[src/rtl/sdp_pkg.sv]
// Shared types and helpers for the sdp_pipe datapath.
// sat_add is only referenced when SDP_SAT_EN is defined.
package sdp_pkg;

  // Helpers operate on a fixed container width; callers pass their live width w.
  localparam int unsigned MAXW  = 32;
  localparam int unsigned MAXW2 = 2 * MAXW;

  typedef struct packed {
    logic v3;
    logic v2;
    logic v1;
  } stage_valid_t;

  // Sign-extend the low w bits of v to 2*MAXW bits.
  function automatic logic [MAXW2-1:0] sext2w(input logic [MAXW-1:0] v,
                                               input int unsigned   w);
    logic signed [MAXW-1:0] t;
    t = $signed(v << (MAXW - w)) >>> (MAXW - w);
    return MAXW2'(t);
  endfunction

  // Signed add of two w-bit operands, clamped to [-2^(w-1), 2^(w-1)-1].
  function automatic logic [MAXW-1:0] sat_add(input logic [MAXW-1:0] p,
                                               input logic [MAXW-1:0] q,
                                               input int unsigned   w);
    logic signed [MAXW2-1:0] s;
    logic signed [MAXW2-1:0] hi;
    logic signed [MAXW2-1:0] lo;
    s  = $signed(sext2w(p, w)) + $signed(sext2w(q, w));
    hi = $signed((MAXW2'(1) << (w - 1)) - MAXW2'(1));
    lo = -$signed(MAXW2'(1) << (w - 1));
    if (s > hi) return MAXW'(hi);
    if (s < lo) return MAXW'(lo);
    return MAXW'(s);
  endfunction

endpackage

[src/rtl/sdp_minmax.sv]
// Signed min/max select of two WIDTH-bit values; ties return d.
module sdp_minmax #(
  parameter int unsigned WIDTH = 8
) (
  input  logic [WIDTH-1:0] d_i,
  input  logic [WIDTH-1:0] e_i,
  input  logic             max_i,
  output logic [WIDTH-1:0] z_c_o
);

  logic gt_c;

  always_comb begin
    gt_c  = $signed(d_i) > $signed(e_i);
    z_c_o = d_i;
    if (max_i) begin
      z_c_o = gt_c ? d_i : e_i;
    end else begin
      z_c_o = gt_c ? e_i : d_i;
    end
  end

endmodule

[src/rtl/sdp_pipe.sv]
// 3-stage valid/ready signed datapath: z = min/max(a+b, a+c), x = a*c - (a+b).
// Define SDP_SAT_EN to saturate the stage-1 sums instead of wrapping. WIDTH <= 32.
module sdp_pipe
  import sdp_pkg::*;
#(
  parameter int unsigned WIDTH = 8
) (
  input  logic               CLK,
  input  logic               RST,
  input  logic               in_valid,
  output logic               in_ready,
  input  logic               mode,
  input  logic [WIDTH-1:0]   a,
  input  logic [WIDTH-1:0]   b,
  input  logic [WIDTH-1:0]   c,
  output logic               out_valid,
  input  logic               out_ready,
  output logic [WIDTH-1:0]   z,
  output logic [2*WIDTH-1:0] x
);

  localparam int unsigned XW = 2 * WIDTH;

  stage_valid_t     v_q, v_d;
  logic             adv_c;

  logic [WIDTH-1:0] a1_q, a1_d, c1_q, c1_d;
  logic [WIDTH-1:0] d1_q, d1_d, e1_q, e1_d;
  logic             m1_q, m1_d;

  logic [WIDTH-1:0] z2_q, z2_d, d2_q, d2_d;
  logic [XW-1:0]    f2_q, f2_d;

  logic [WIDTH-1:0] z3_q, z3_d;
  logic [XW-1:0]    x3_q, x3_d;

  logic [WIDTH-1:0] sum_ab_c, sum_ac_c, zsel_c;
  logic [XW-1:0]    a_ext_c, c_ext_c, d_ext_c;

  // One global advance: the whole pipe moves or the whole pipe holds.
  assign adv_c     = !v_q.v3 || out_ready;
  assign in_ready  = adv_c;
  assign out_valid = v_q.v3;
  assign z         = z3_q;
  assign x         = x3_q;

`ifdef SDP_SAT_EN
  assign sum_ab_c = WIDTH'(sat_add(MAXW'(a), MAXW'(b), WIDTH));
  assign sum_ac_c = WIDTH'(sat_add(MAXW'(a), MAXW'(c), WIDTH));
`else
  assign sum_ab_c = a + b;
  assign sum_ac_c = a + c;
`endif

  sdp_minmax #(
    .WIDTH (WIDTH)
  ) u_minmax (
    .d_i   (d1_q),
    .e_i   (e1_q),
    .max_i (m1_q),
    .z_c_o (zsel_c)
  );

  assign a_ext_c = XW'(sext2w(MAXW'(a1_q), WIDTH));
  assign c_ext_c = XW'(sext2w(MAXW'(c1_q), WIDTH));
  assign d_ext_c = XW'(sext2w(MAXW'(d2_q), WIDTH));

  // Next-state: hold everything unless the pipe advances.
  always_comb begin
    v_d  = v_q;
    a1_d = a1_q;
    c1_d = c1_q;
    d1_d = d1_q;
    e1_d = e1_q;
    m1_d = m1_q;
    z2_d = z2_q;
    d2_d = d2_q;
    f2_d = f2_q;
    z3_d = z3_q;
    x3_d = x3_q;
    if (adv_c) begin
      v_d.v1 = in_valid;
      v_d.v2 = v_q.v1;
      v_d.v3 = v_q.v2;
      // S1 captures only real inputs so undriven bus values never enter the pipe.
      if (in_valid) begin
        a1_d = a;
        c1_d = c;
        d1_d = sum_ab_c;
        e1_d = sum_ac_c;
        m1_d = mode;
      end
      z2_d = zsel_c;
      d2_d = d1_q;
      f2_d = a_ext_c * c_ext_c;
      z3_d = z2_q;
      x3_d = f2_q - d_ext_c;
    end
  end

  always_ff @(posedge CLK) begin
    if (RST) begin
      v_q  <= '0;
      a1_q <= '0;
      c1_q <= '0;
      d1_q <= '0;
      e1_q <= '0;
      m1_q <= 1'b0;
      z2_q <= '0;
      d2_q <= '0;
      f2_q <= '0;
      z3_q <= '0;
      x3_q <= '0;
    end else begin
      v_q  <= v_d;
      a1_q <= a1_d;
      c1_q <= c1_d;
      d1_q <= d1_d;
      e1_q <= e1_d;
      m1_q <= m1_d;
      z2_q <= z2_d;
      d2_q <= d2_d;
      f2_q <= f2_d;
      z3_q <= z3_d;
      x3_q <= x3_d;
    end
  end

endmodule

[config.mk]
export PLATFORM = sky130hd
export DESIGN_NAME = sdp_pipe
export DESIGN_NICKNAME = d
export VERILOG_FILES = /design/src/rtl/sdp_pkg.sv /design/src/rtl/sdp_minmax.sv /design/src/rtl/sdp_pipe.sv
export SDC_FILE = /design/constraint.sdc
export NUM_CORES = 1
export LEC_CHECK = 0
export ABC_CLOCK_PERIOD_IN_PS = 5650
export CAP_MARGIN = 10
export CORE_MARGIN = 2
export CORE_UTILIZATION = 60
export DETAILED_ROUTE_END_ITERATION = 10
export PLACE_DENSITY = 0.82
export SLEW_MARGIN = 40
export SYNTH_ARGS = -nofsm -noshare
export SYNTH_HDL_FRONTEND = slang
export SYNTH_SLANG_ARGS = --single-unit
[constraint.sdc]
create_clock -name CLK -period 5.65 [get_ports CLK]
set_input_delay 0.8475 -clock CLK [delete_from_list [all_inputs] [get_ports CLK]]
set_output_delay 0.8475 -clock CLK [all_outputs]
set_load 0.01 [all_outputs]
Yosys cells after proc, flatten, opt, wreduce, memory -nomap -nowiden
Cells that the tools add are included.
{"block": "totals", "wordCells": 24, "in_bits": 29, "reg_bits": 92, "output_inout_bits": 26}
{"block": "op_classes", "n_lt_le_gt_ge": 1, "mul": 1, "n_mux": 3, "n_reduce_logical": 3, "n_addsub": 3}
{"op": "8-bit two-way mux", "count": 3}
{"op": "8-bit adder", "count": 2}
{"op": "8-bit by 8-bit multiplier with 16-bit output", "count": 1}
{"op": "16-bit subtractor", "count": 1}
{"op": "8-bit greater-than comparator", "count": 1}
{"op": "2-bit AND reduction", "count": 1}
{"op": "1-bit zero test", "count": 1}
{"op": "1-bit logical OR", "count": 1}

Depth between registers and ports, before layout
Gate-level depths: netlist (run 1).
{"block": "depth", "depth_word": 3, "depth_mapped": 17, "depth_no_buf": 16}

By module
A second synthesis (run 1) with hierarchy kept.
{"block": "hier_totals", "cells_unflattened": 906, "area_unflattened_um2": 7450.9}
{"module": "sdp_pipe", "instances": 1, "cells_per_inst": 822, "area_per_inst_um2": 6834.1}
{"module": "sdp_minmax", "instances": 1, "cells_per_inst": 84, "area_per_inst_um2": 616.8}

Worst setup path before layout (run 1)
OpenSTA, ideal clock, no wires.
{"block": "synth_path", "path_type": "reg2reg", "from": "reg a1_q[5]", "to": "reg f2_q[15]", "t_arrival_ps": 3959, "path_slack_ps": 1572, "path_buffers": 0, "path_stages_with_launch": 17, "setup_time_ps": 119, "path_cell_list": "dfxtp_1 -> and2_1 -> fa_1 -> inv_1 -> fa_1 -> inv_1 -> fa_1 -> inv_1 -> fa_1 -> inv_1 -> ha_1 -> a2111oi_2 -> o21ai_1 -> a21oi_1 -> a21oi_1 -> xnor2_1 -> a21oi_1"}
{"block": "synth_via", "elab_chain_cells": 1}
{"element": "start, declared", "line_no": "sdp_pipe.sv:27", "text": "logic [WIDTH-1:0] a1_q, a1_d, c1_q, c1_d;"}
{"element": "start signal, assigned", "line_no": "sdp_pipe.sv:104", "text": "a1_q <= '0;"}
{"element": "start signal, assigned", "line_no": "sdp_pipe.sv:116", "text": "a1_q <= a1_d;"}
{"element": "8-bit by 8-bit multiplier with 16-bit output", "line_no": "sdp_pipe.sv:95", "text": "f2_d = a_ext_c * c_ext_c;"}
{"element": "end signal, assigned", "line_no": "sdp_pipe.sv:111", "text": "f2_q <= '0;"}
{"element": "end signal, assigned", "line_no": "sdp_pipe.sv:123", "text": "f2_q <= f2_d;"}
{"element": "end, declared", "line_no": "sdp_pipe.sv:32", "text": "logic [XW-1:0] f2_q, f2_d;"}
Every way passes these cells.
A chain may end at the register's enable or synchronous reset.

Final worst setup path (run 1)
Same ends and word-level chain as after synthesis.

==> flow_metrics.env, run 1 <==
export IMPL_status="finished clean"
export IMPL_fin_crit_sh_pct=78.5
export IMPL_clockBufferDepth=2
export IMPL_avgViaCountPerCell=5.50
export IMPL_die_area_sq_um=13000
export IMPL_syn_nets=1021
export IMPL_timing_rr_start="a1_q[5]"
export IMPL_async_reset_ff_share_pct=0
export IMPL_synth_most_common_cell="nand2_1"
export IMPL_skew_ns=0.0117
export IMPL_reg2reg_to="f2_q[15]"
export IMPL_switching_share_pct=33.2
export IMPL_cts_hold_buf=0
export IMPL_holdPathEnd="x[2]"
export IMPL_critical_path_class="reg2reg"
export IMPL_clk_pin_slew_ns=0.07
export IMPL_synth_area_leader_cell="dfxtp_1"
export IMPL_synth_top_cells_by_area="dfxtp_1, fa_1, ha_1, nand2_1, a21oi_1"
export IMPL_internal_power_w=0.00137
export IMPL_cp_data_arrival_time_ns=4.64
export IMPL_ff2ff_path_depth=16
export IMPL_p_leak_nw=3.55
export IMPL_syn_to_final_growth_pct=12.6
export IMPL_rsz0062_at_grt="false"
export IMPL_ys_warn_count=0
export IMPL_ir_worst_vdd_v=0.000208
export IMPL_wirelength_um=15500
export IMPL_ys_seq_area_share_pct=25.4
export IMPL_fp_dieW_um=114
export IMPL_cts_buffers=9
export IMPL_drc_errors=0
export IMPL_final_nets=1060
export IMPL_dr_pass1_iters=5
export IMPL_yosys_register_bits=92
export IMPL_final_max_slew_viol_count=0
export IMPL_rrSetupSlack_ns=1.22
export IMPL_hold_class="reg2reg"
export IMPL_synth_ff_type="dfxtp_1"
export IMPL_crit_path_max_fanout=9
export IMPL_dp_hpwl_um=11900
export IMPL_layout_drive_gt1_share_pct=3.62
export IMPL_nFillCells=983
export IMPL_worst_pin_slew_ns=0.733
export IMPL_ctsResizeCount=0
export IMPL_gp_congestion=0.904
export IMPL_num_rows=40
export IMPL_grt_usage_pct=25.8
export IMPL_root_buffer="clkbuf_16"
export IMPL_worstPathRequired_ns=5.85
export IMPL_p_comb_share_pct=33.0
export IMPL_netlist_area_sq_um=7260
export IMPL_synthTopCellsByCount="nand2_1, inv_1, a21oi_1"
export IMPL_grt_max_degree=63
export IMPL_fin_crit_ns=4.43
export IMPL_final_core_util_pct=68.6
export IMPL_power_share_clock_pct=28.7
export IMPL_synth_cell_types=58
export IMPL_grt_pass1_wl_um=26900
export IMPL_first_global_vias=5834
export IMPL_io_pins=55
export IMPL_antenna_found_initial=0
export IMPL_postRouteAntennaNets=0
export IMPL_via_count=5827
export IMPL_post_cts_buffers=0
export IMPL_clk_latency_ns=0.35
export IMPL_hold_viol=0
export IMPL_setup_viol=0
export IMPL_grt_remaining_overflow=0
export IMPL_initial_core_util_pct=60.9
export IMPL_drt_iter0_markers=369
export IMPL_hold_depth=2
export IMPL_cts_sinks=92
export IMPL_p_per_area_nw_per_um2=251
export IMPL_maxCapViolCount=0
export IMPL_max_freq_ghz=0.226
export IMPL_routedWlPerCell_um=14.6
export IMPL_pwr_share_seq_pct=38.3
export IMPL_power_switching_w=0.000681
export IMPL_synth_edf_count=0
export IMPL_synth_top_area_share_pct=25.4
export IMPL_startpoint_type="flip-flop"
export IMPL_postSynthAreaPerCell_sq_um=8.36
export IMPL_critPathCaptureType="flip-flop"
export IMPL_setup_tns_ns=0
export IMPL_diodes=0
export IMPL_portBuffers=54
export IMPL_cts_tree="done"
export IMPL_syn_inst=868
export IMPL_slew_headroom_pct=51.0
export IMPL_worstHoldStart="x[2]"
export IMPL_htreeDepth=3
export IMPL_die_h_um=114
export IMPL_coreArea_sq_um=11900
-- state kept, by name, summed over array words and instances, names as in the netlist --
name,cells
c1_q,8
x,16
d2_q,8
d1_q,8
out_valid,1
e1_q,8
a1_q,8
f2_q,16
z,8
z2_q,8
m1_q,1
v_q,2
-- power groups by stage --
| stage | logic (W) | registers (W) | clock network (W) |
|---|---|---|---|
| final | 0.000676 | 0.000783 | 0.000589 |
| after detailed placement | 0.000673 | 0.000799 | 0 |
| after CTS | 0.000677 | 0.000784 | 0.000596 |
| after global routing | 0.000759 | 0.000794 | 0.000624 |
| after floorplan | 0.000466 | 0.000798 | 0 |
| after global placement | 0.000659 | 0.000795 | 0 |
-- critical path, stage by stage (launching register included) --
cell and delay, ns:
dfxtp_1 0.39, and2_1 0.21, fa_1 0.55, inv_1 0.06
fa_1 0.54, inv_1 0.05, fa_1 0.47, inv_1 0.05
fa_1 0.48, inv_1 0.05, ha_1 0.23, a2111oi_2 0.46
o21ai_1 0.15, a21oi_1 0.25, a21oi_1 0.11, xnor2_1 0.18
a21oi_1 0.08
-- worst max path at each step --
stage          endpoint  slack, ns    start
2_1_floorplan  f2_q[15]       1.57  a1_q[5]
3_3_place_gp   f2_q[15]       1.36  c1_q[2]
3_5_place_dp   f2_q[15]       1.24  a1_q[5]
4_1_cts        f2_q[15]       1.21  a1_q[5]
6_report       f2_q[15]       1.22  a1_q[5]
5_1_grt        f2_q[15]       0.86  c1_q[0]
-- layer usage --
| layer | GRT usage [%] | share of wire, % | up-vias |
|---|---|---|---|
| met4 | 7.97 | 2.1 | 0 |
| li1 | - | - | 2935 |
| met5 | 0 | 0 | - |
| met1 | 33.8 | 46 | 2751 |
| met2 | 43.7 | 49 | 118 |
| met3 | 4.41 | 3.7 | 23 |
-- final cells by class --
type / instances / area (sq um) / area share (%)
Multi-Input combinational cell: 635 / 4860 / 59.5
Inverter: 110 / 413 / 5.06
Clock inverter: 6 / 53.8 / 0.659
Clock buffer: 10 / 239 / 2.93
Tap cell: 147 / 184 / 2.25
Timing Repair Buffer: 59 / 573 / 7.02
Sequential cell: 92 / 1840 / 22.5
-- cell families (layout without fill, tap and decap cells) --
group | count (synthesis) | after routing | synth area share, %
multiplexers | 10 | 10 | 1.40
AND/OR/NAND/NOR | 284 | 284 | 18.8
AO/OA/AOI/OAI | 183 | 183 | 15.0
buffers and inverters | 141 | 185 | 7.72
XOR/XNOR | 34 | 34 | 4.36
adder cells (fa/ha/maj) | 124 | 124 | 27.4
flip-flops | 92 | 92 | 25.4
-- layout by cell type, fill, tap and decap left out, drive strengths merged, types with 14 or more instances in the layout --
cell type,instances
clkdlybuf4s50,53
inv,112
nor2b,14
a21oi,96
nor2,26
o21ai,36
nand2,148
xnor2,25
dfxtp,92
ha,66
fa,58
and2,44
-- metrics by stage --
step / instances / instance area [sq um] / total power, W / setup slack (ns) / hold slack [ns]
after CTS: 1059 / 8170 / 0.00206 / 1.21 / 0.454
after detailed placement: 1043 / 7880 / 0.00147 / 1.24 / 0.446
final: 1059 / 8170 / 0.00205 / 1.22 / 0.450
after global routing: 1059 / 8170 / 0.00218 / 0.863 / 0.478
after global placement: 1043 / 7870 / 0.00145 / 1.36 / 0.436
after floorplan: 868 / 7260 / 0.00126 / 1.57 / 0.432
Note: power is estimated with default switching activity, not from simulation.
==> run 2: changes to the inputs <==
--- a/config.mk
+++ b/config.mk
@@ -5,12 +5,12 @@
 export SDC_FILE = /design/constraint.sdc
 export NUM_CORES = 1
 export LEC_CHECK = 0
-export ABC_CLOCK_PERIOD_IN_PS = 5650
+export ABC_CLOCK_PERIOD_IN_PS = 3600
 export CAP_MARGIN = 10
 export CORE_MARGIN = 2
-export CORE_UTILIZATION = 60
+export CORE_UTILIZATION = 54
 export DETAILED_ROUTE_END_ITERATION = 10
-export PLACE_DENSITY = 0.82
+export PLACE_DENSITY = 0.77
 export SLEW_MARGIN = 40
 export SYNTH_ARGS = -nofsm -noshare
 export SYNTH_HDL_FRONTEND = slang
==> constraint.sdc (replaced) <==
create_clock -name CLK -period 3.6 [get_ports CLK]
set_input_delay 0.54 -clock CLK [delete_from_list [all_inputs] [get_ports CLK]]
set_output_delay 0.54 -clock CLK [all_outputs]
set_load 0.01 [all_outputs]
==> run 2 against run 1 <==
  * Global-route usage shrank 1.4 points
  * Total power grew 65%
  * The flow now finishes with violations (negative setup slack)
  * Clock-buffer cell count is the same
  * Non-clock buffer count grew 51
  * Setup slack lost 1.7 ns
  * Sequential share of layout area shrank 1.5 points
  * Maximum frequency grew 7.5%
  * Cell count grew 7.6%
  * Sequential cell count is the same
  * Utilization shrank 0.99 points
  * Sequential power grew 57%
  * Highest routed layer unchanged
==> flow_metrics.env, run 2 (synthesized netlist as in run 1, its figures left out) <==
export IMPL_die_h_um=120
export IMPL_hold_class="reg2reg"
export IMPL_cts_sinks=92
export IMPL_num_rows=42
export IMPL_violations="negative setup slack"
export IMPL_multi_input_area_sq_um=5110
export IMPL_status="complete, but fails checks"
export IMPL_cp_data_arrival_time_ns=4.37
export IMPL_path_cells="and2_4, inv_1, fa_1, fa_1, fa_1, fa_1, inv_1, ha_1, a2111oi_4, a21oi_1, nor2_1, nor4_1, a311o_1"
export IMPL_portBuffers=54
export IMPL_pwr_share_seq_pct=36.4
export IMPL_rrSetupSlack_ns=-0.52
export IMPL_rsz0062_at_grt="true"
export IMPL_layout_commonest_cell="nand2_1"
export IMPL_critical_path_class="reg2reg"
export IMPL_setup_slack_ns=-0.524
export IMPL_nFillCells=1039
export IMPL_critPathCaptureType="flip-flop"
export IMPL_timing_rr_start="a1_q[7]"
export IMPL_ff2ff_path_depth=13
export IMPL_critPathSlowestCell="fa_1"
export IMPL_crit_path_start="a1_q[7]"
export IMPL_htreeDepth=3
export IMPL_critical_path_cell_count=13
export IMPL_seq_area_sq_um=1870
export IMPL_initial_core_util_pct=55.0
export IMPL_crit_end="f2_q[12]"
export IMPL_io_pins=55
export IMPL_worstPathRequired_ns=3.85
export IMPL_grt_max_degree=55
export IMPL_routedWlPerCell_um=14.7
export IMPL_grt_pass1_wl_um=28100
export IMPL_slew_headroom_pct=49.2
export IMPL_max_stage_delay_ns=0.59
export IMPL_postRouteAntennaNets=0
export IMPL_cp_top_family="adder cells"
export IMPL_place_area_sq_um=8340
export IMPL_final_area_sq_um=8910
export IMPL_antenna_found_initial=0
export IMPL_clockBufferDepth=2
export IMPL_coreArea_sq_um=13200
export IMPL_dp_hpwl_um=12400
export IMPL_grt_remaining_overflow=0
export IMPL_maxCapViolCount=0
export IMPL_p_per_area_nw_per_um2=378
export IMPL_via_count=6020
export IMPL_fin_crit_ns=4.12
export IMPL_internal_power_w=0.00227
export IMPL_avgViaCountPerCell=5.29
export IMPL_gp_congestion=0.908
export IMPL_ir_worst_vdd_v=0.000330
export IMPL_fin_crit_sh_pct=115
export IMPL_cts_hold_buf=0
export IMPL_layout_drive_gt1_share_pct=16.0
export IMPL_setup_tns_ns=-3.44
export IMPL_startpoint_type="flip-flop"
export IMPL_grt_usage_pct=24.3
export IMPL_cp_common_cell="fa_1"
export IMPL_clk_latency_ns=0.36
export IMPL_skew_ns=0.00834
export IMPL_switching_share_pct=32.8
export IMPL_power_switching_w=0.00111
export IMPL_setup_viol=9
export IMPL_diodes=0
export IMPL_root_buffer="clkbuf_16"
export IMPL_p_leak_nw=3.84
export IMPL_die_area_sq_um=14400
export IMPL_p_comb_share_pct=34.3
export IMPL_power_share_clock_pct=29.3
export IMPL_syn_to_final_growth_pct=22.8
export IMPL_wirelength_um=16700
export IMPL_hold_viol=0
export IMPL_max_freq_ghz=0.242
export IMPL_fp_dieW_um=120
export IMPL_cts_buffers=9
export IMPL_first_global_vias=6024
export IMPL_clk_pin_slew_ns=0.07
export IMPL_final_cell_mix="nand2_1, inv_1, a21oi_1"
export IMPL_drt_iter0_markers=300
export IMPL_crit_path_max_fanout=8
export IMPL_dr_pass1_iters=4
export IMPL_critPathBufInv=2
export IMPL_final_nets=1111
export IMPL_drc_errors=0
export IMPL_worst_pin_slew_ns=0.760
export IMPL_reg2reg_to="f2_q[12]"
export IMPL_cts_tree="done"
export IMPL_final_max_slew_viol_count=0
[run 2: cell types whose count changed in the layout (fill, tap and decap cells not counted), moves of 11 or more]
cell     before  now
inv_2         1   13
buf_4         5   50
ha_1         66   55
inv_1       108   95
dfxtp_1      92   78
[run 2: worst min-delay path by stage]
stage	startpoint	to	slack, ns	cells past startpoint
2_1_floorplan	d2_q[2]	d2_q[2]	0.43	2
3_3_place_gp	x[8]	x[8]	0.44	2
3_5_place_dp	x[8]	x[8]	0.44	2
4_1_cts	x[2]	x[2]	0.46	2
5_1_grt	z2_q[7]	z[7]	0.47	2
6_report	z[0]	z[0]	0.45	2
[run 2: per-layer routing]
layer / share of wire (%) / GRT usage (%) / vias to the layer above
li1: - / - / 3037
met1: 44 / 30.1 / 2830
met2: 50 / 41.9 / 114
met3: 3.3 / 4.66 / 39
met4: 2.7 / 9.04 / 0
met5: 0 / 0 / -
[run 2: through the flow]
step	setup slack, ns	util, %	hold WS (ns)	instances	total power [W]
floorplan	-0.263	-	0.432	868	0.00200
global placement	-0.422	63.2	0.437	1115	0.00235
detailed placement	-0.494	63.2	0.443	1115	0.00237
CTS	-0.480	66.6	0.455	1134	0.00338
global route	-0.725	67.6	0.468	1139	0.00357
finish	-0.524	67.6	0.451	1139	0.00337
[run 2: power by group through the flow]
stage / Clock (W) / Combinational, W / Sequential (W)
2_1_floorplan: 0 / 0.000746 / 0.00125
3_3_place_gp: 0 / 0.00110 / 0.00125
3_5_place_dp: 0 / 0.00112 / 0.00125
4_1_cts: 0.00100 / 0.00115 / 0.00123
5_1_grt: 0.00104 / 0.00130 / 0.00124
6_report: 0.000989 / 0.00116 / 0.00123
[run 2: area by class of cell]
cell class              count  share of cell area (%)
multi-input cells         635                    57.4
flip-flops and latches     92                    21.0
repair buffers            110                    11.0
inverters                 110                    4.66
clock buffers              10                    2.57
well taps                 176                    2.47
clock inverters             6                   0.912
[run 2: what timing repair did]
action,in CTS,in global routing
endpoints found under the setup margin,9,10
resized for setup,34,32
setup buffers,3,8
pin swaps,22,33
[run 2: worst reg2reg max path: stages (launching register included)]
cell	delay (ns)
dfxtp_2	0.39
and2_4	0.17
inv_1	0.05
fa_1	0.49
fa_1	0.59
fa_1	0.44
fa_1	0.49
inv_1	0.04
ha_1	0.25
a2111oi_4	0.45
a21oi_1	0.17
nor2_1	0.11
nor4_1	0.05
a311o_1	0.32
==> run 3: changes to the inputs <==
--- a/config.mk
+++ b/config.mk
@@ -11,6 +11,7 @@
 export CORE_UTILIZATION = 54
 export DETAILED_ROUTE_END_ITERATION = 10
 export PLACE_DENSITY = 0.77
+export RECOVER_POWER = 50
 export SLEW_MARGIN = 40
 export SYNTH_ARGS = -nofsm -noshare
 export SYNTH_HDL_FRONTEND = slang
==> run 3 against run 2 <==
  * The run ends with max-capacitance violations, max-slew violations, negative setup slack left
  * Die area unchanged
  * Sequential share of layout area about the same
  * Largest cell class unchanged
  * Sequential cell count unchanged
  * Worst hold slack got worse by 0.0050 ns
  * Via count hardly changed
  * Wire length is 0.14% lower
  * Clock-buffer cell count stayed put
  * Setup slack better by 0.0010 ns
  * Combinational power barely moved
  * Global-route usage unchanged
  * Highest routed layer unchanged
  * Critical path depth is the same
  * Clock skew is 0.00057 ns higher
==> flow_metrics.env, run 3 (synthesized netlist as in run 1, its figures left out) <==
export IMPL_first_global_vias=6024
export IMPL_clockBufferDepth=2
export IMPL_p_per_area_nw_per_um2=376
export IMPL_via_count=6024
export IMPL_grt_util_met3_pct=4.66
export IMPL_holdWs_ns=0.446
export IMPL_cts_hold_buf=0
export IMPL_fin_crit_sh_pct=115
export IMPL_pre_cts_ws_ns=-0.494
export IMPL_clk_latency_ns=0.36
export IMPL_grt_usage_pct=24.3
export IMPL_drc_errors=0
export IMPL_cts_buffers=9
export IMPL_worst_pin_slew_ns=2.35
export IMPL_die_h_um=120
export IMPL_clk_pin_slew_ns=0.07
export IMPL_skew_ns=0.00891
export IMPL_grt_max_degree=55
export IMPL_setup_viol=10
export IMPL_crit_path_max_fanout=8
export IMPL_dr_pass1_iters=4
export IMPL_final_nets=1111
export IMPL_layout_drive_gt1_share_pct=15.8
export IMPL_hold_class="reg2reg"
export IMPL_antenna_found_initial=0
export IMPL_initial_core_util_pct=55.0
export IMPL_final_core_util_pct=67.5
export IMPL_critical_path_class="reg2reg"
export IMPL_grt_pass1_wl_um=28100
export IMPL_fin_crit_ns=4.12
export IMPL_ir_worst_vdd_v=0.000331
export IMPL_root_buffer="clkbuf_16"
export IMPL_die_area_sq_um=14400
export IMPL_max_freq_ghz=0.243
export IMPL_syn_to_final_growth_pct=22.8
export IMPL_place_area_sq_um=8340
export IMPL_drt_iter0_markers=314
export IMPL_critPathCaptureType="flip-flop"
export IMPL_startpoint_type="flip-flop"
export IMPL_grt_remaining_overflow=0
export IMPL_rsz0062_at_grt="true"
export IMPL_final_area_sq_um=8910
export IMPL_cp_data_arrival_time_ns=4.37
export IMPL_wirelength_um=16700
export IMPL_fp_dieW_um=120
export IMPL_status="complete, but fails checks"
export IMPL_grt_use_met2_pct=41.9
export IMPL_layout_commonest_cell="nand2_1"
export IMPL_routedWlPerCell_um=14.6
export IMPL_final_cell_mix="nand2_1, inv_1, a21oi_1"
export IMPL_violations="max-capacitance violations, max-slew violations, negative setup slack"
export IMPL_coreArea_sq_um=13200
export IMPL_maxCapViolCount=1
export IMPL_slew_headroom_pct=-56.7
export IMPL_worstPathRequired_ns=3.85
export IMPL_cts_tree="done"
export IMPL_io_pins=55
export IMPL_postRouteAntennaNets=0
export IMPL_num_rows=42
export IMPL_p_leak_nw=3.90
export IMPL_cts_sinks=92
export IMPL_gp_congestion=0.908
export IMPL_grt_busiest_layer="met2"
export IMPL_setup_slack_ns=-0.523
export IMPL_portBuffers=54
export IMPL_grt_use_met1_pct=30.1
export IMPL_final_max_slew_viol_count=55
export IMPL_avgViaCountPerCell=5.29
export IMPL_hold_viol=0
export IMPL_htreeDepth=3
export IMPL_diodes=0
export IMPL_power_w=0.00335
export IMPL_dp_hpwl_um=12400
-- run 3: changes by cell type in the layout (fill, tap and decap cells not counted), sizes merged --
cell | previous run | this run
buf | 57 | 55
clkbuf | 10 | 12
clkdlybuf4s50 | 53 | 28
dlygate4sd3 | 0 | 25
-- run 3: worst paths after layout --
check             startpoint  cells past startpoint  endpoint  slack (ns)
setup reg to reg     a1_q[7]                     13  f2_q[12]       -0.52
setup / recovery     a1_q[7]                     13  f2_q[12]       -0.52
hold reg to reg         x[8]                      2      x[8]        0.45
hold / removal          x[8]                      2      x[8]        0.45
-- run 3: final cells by class --
class	count	area [sq um]
Multi-Input combinational cell	635	5110
Fill cell	1039	4280
Sequential cell	92	1870
Timing Repair Buffer	110	973
Inverter	110	415
Clock buffer	10	229
Tap cell	176	220
Clock inverter	6	81.3
-- run 3: power by group --
group | leakage, nW | internal [W] | switching (W) | total, W
registers | 0.763 | 0.00114 | 0.0000848 | 0.00122
clock network | 0.150 | 0.000552 | 0.000439 | 0.000991
logic | 2.99 | 0.000556 | 0.000580 | 0.00114
total | 3.90 | 0.00225 | 0.00110 | 0.00335
-- run 3: worst max-delay path: stages, from the launching register on --
cell	delay (ns)
dfxtp_2	0.39
and2_4	0.17
inv_1	0.05
fa_1	0.49
fa_1	0.59
fa_1	0.43
fa_1	0.49
inv_1	0.04
ha_1	0.25
a2111oi_4	0.44
a21oi_1	0.17
nor2_1	0.11
nor4_1	0.05
a311o_1	0.32
-- run 3: stage by stage --
stage | instances | setup TNS, ns
2_1_floorplan | 868 | -1.21
3_3_place_gp | 1115 | -2.78
3_5_place_dp | 1115 | -3.30
4_1_cts | 1134 | -3.02
5_1_grt | 1139 | -5.32
6_report | 1139 | -3.61
-- run 3: per-layer routing --
layer  vias up  part of all wire [%]
met5         -                     0
met4         0                   2.4
met3        34                   3.4
met2       118                    51
met1      2831                    43
li1       3041                     -
-- run 3: what timing repair did --
action                     CTS  global route
setup endpoints to repair    9            10
pin swaps                   22            33
setup buffers                3             8
resized for setup           34            32
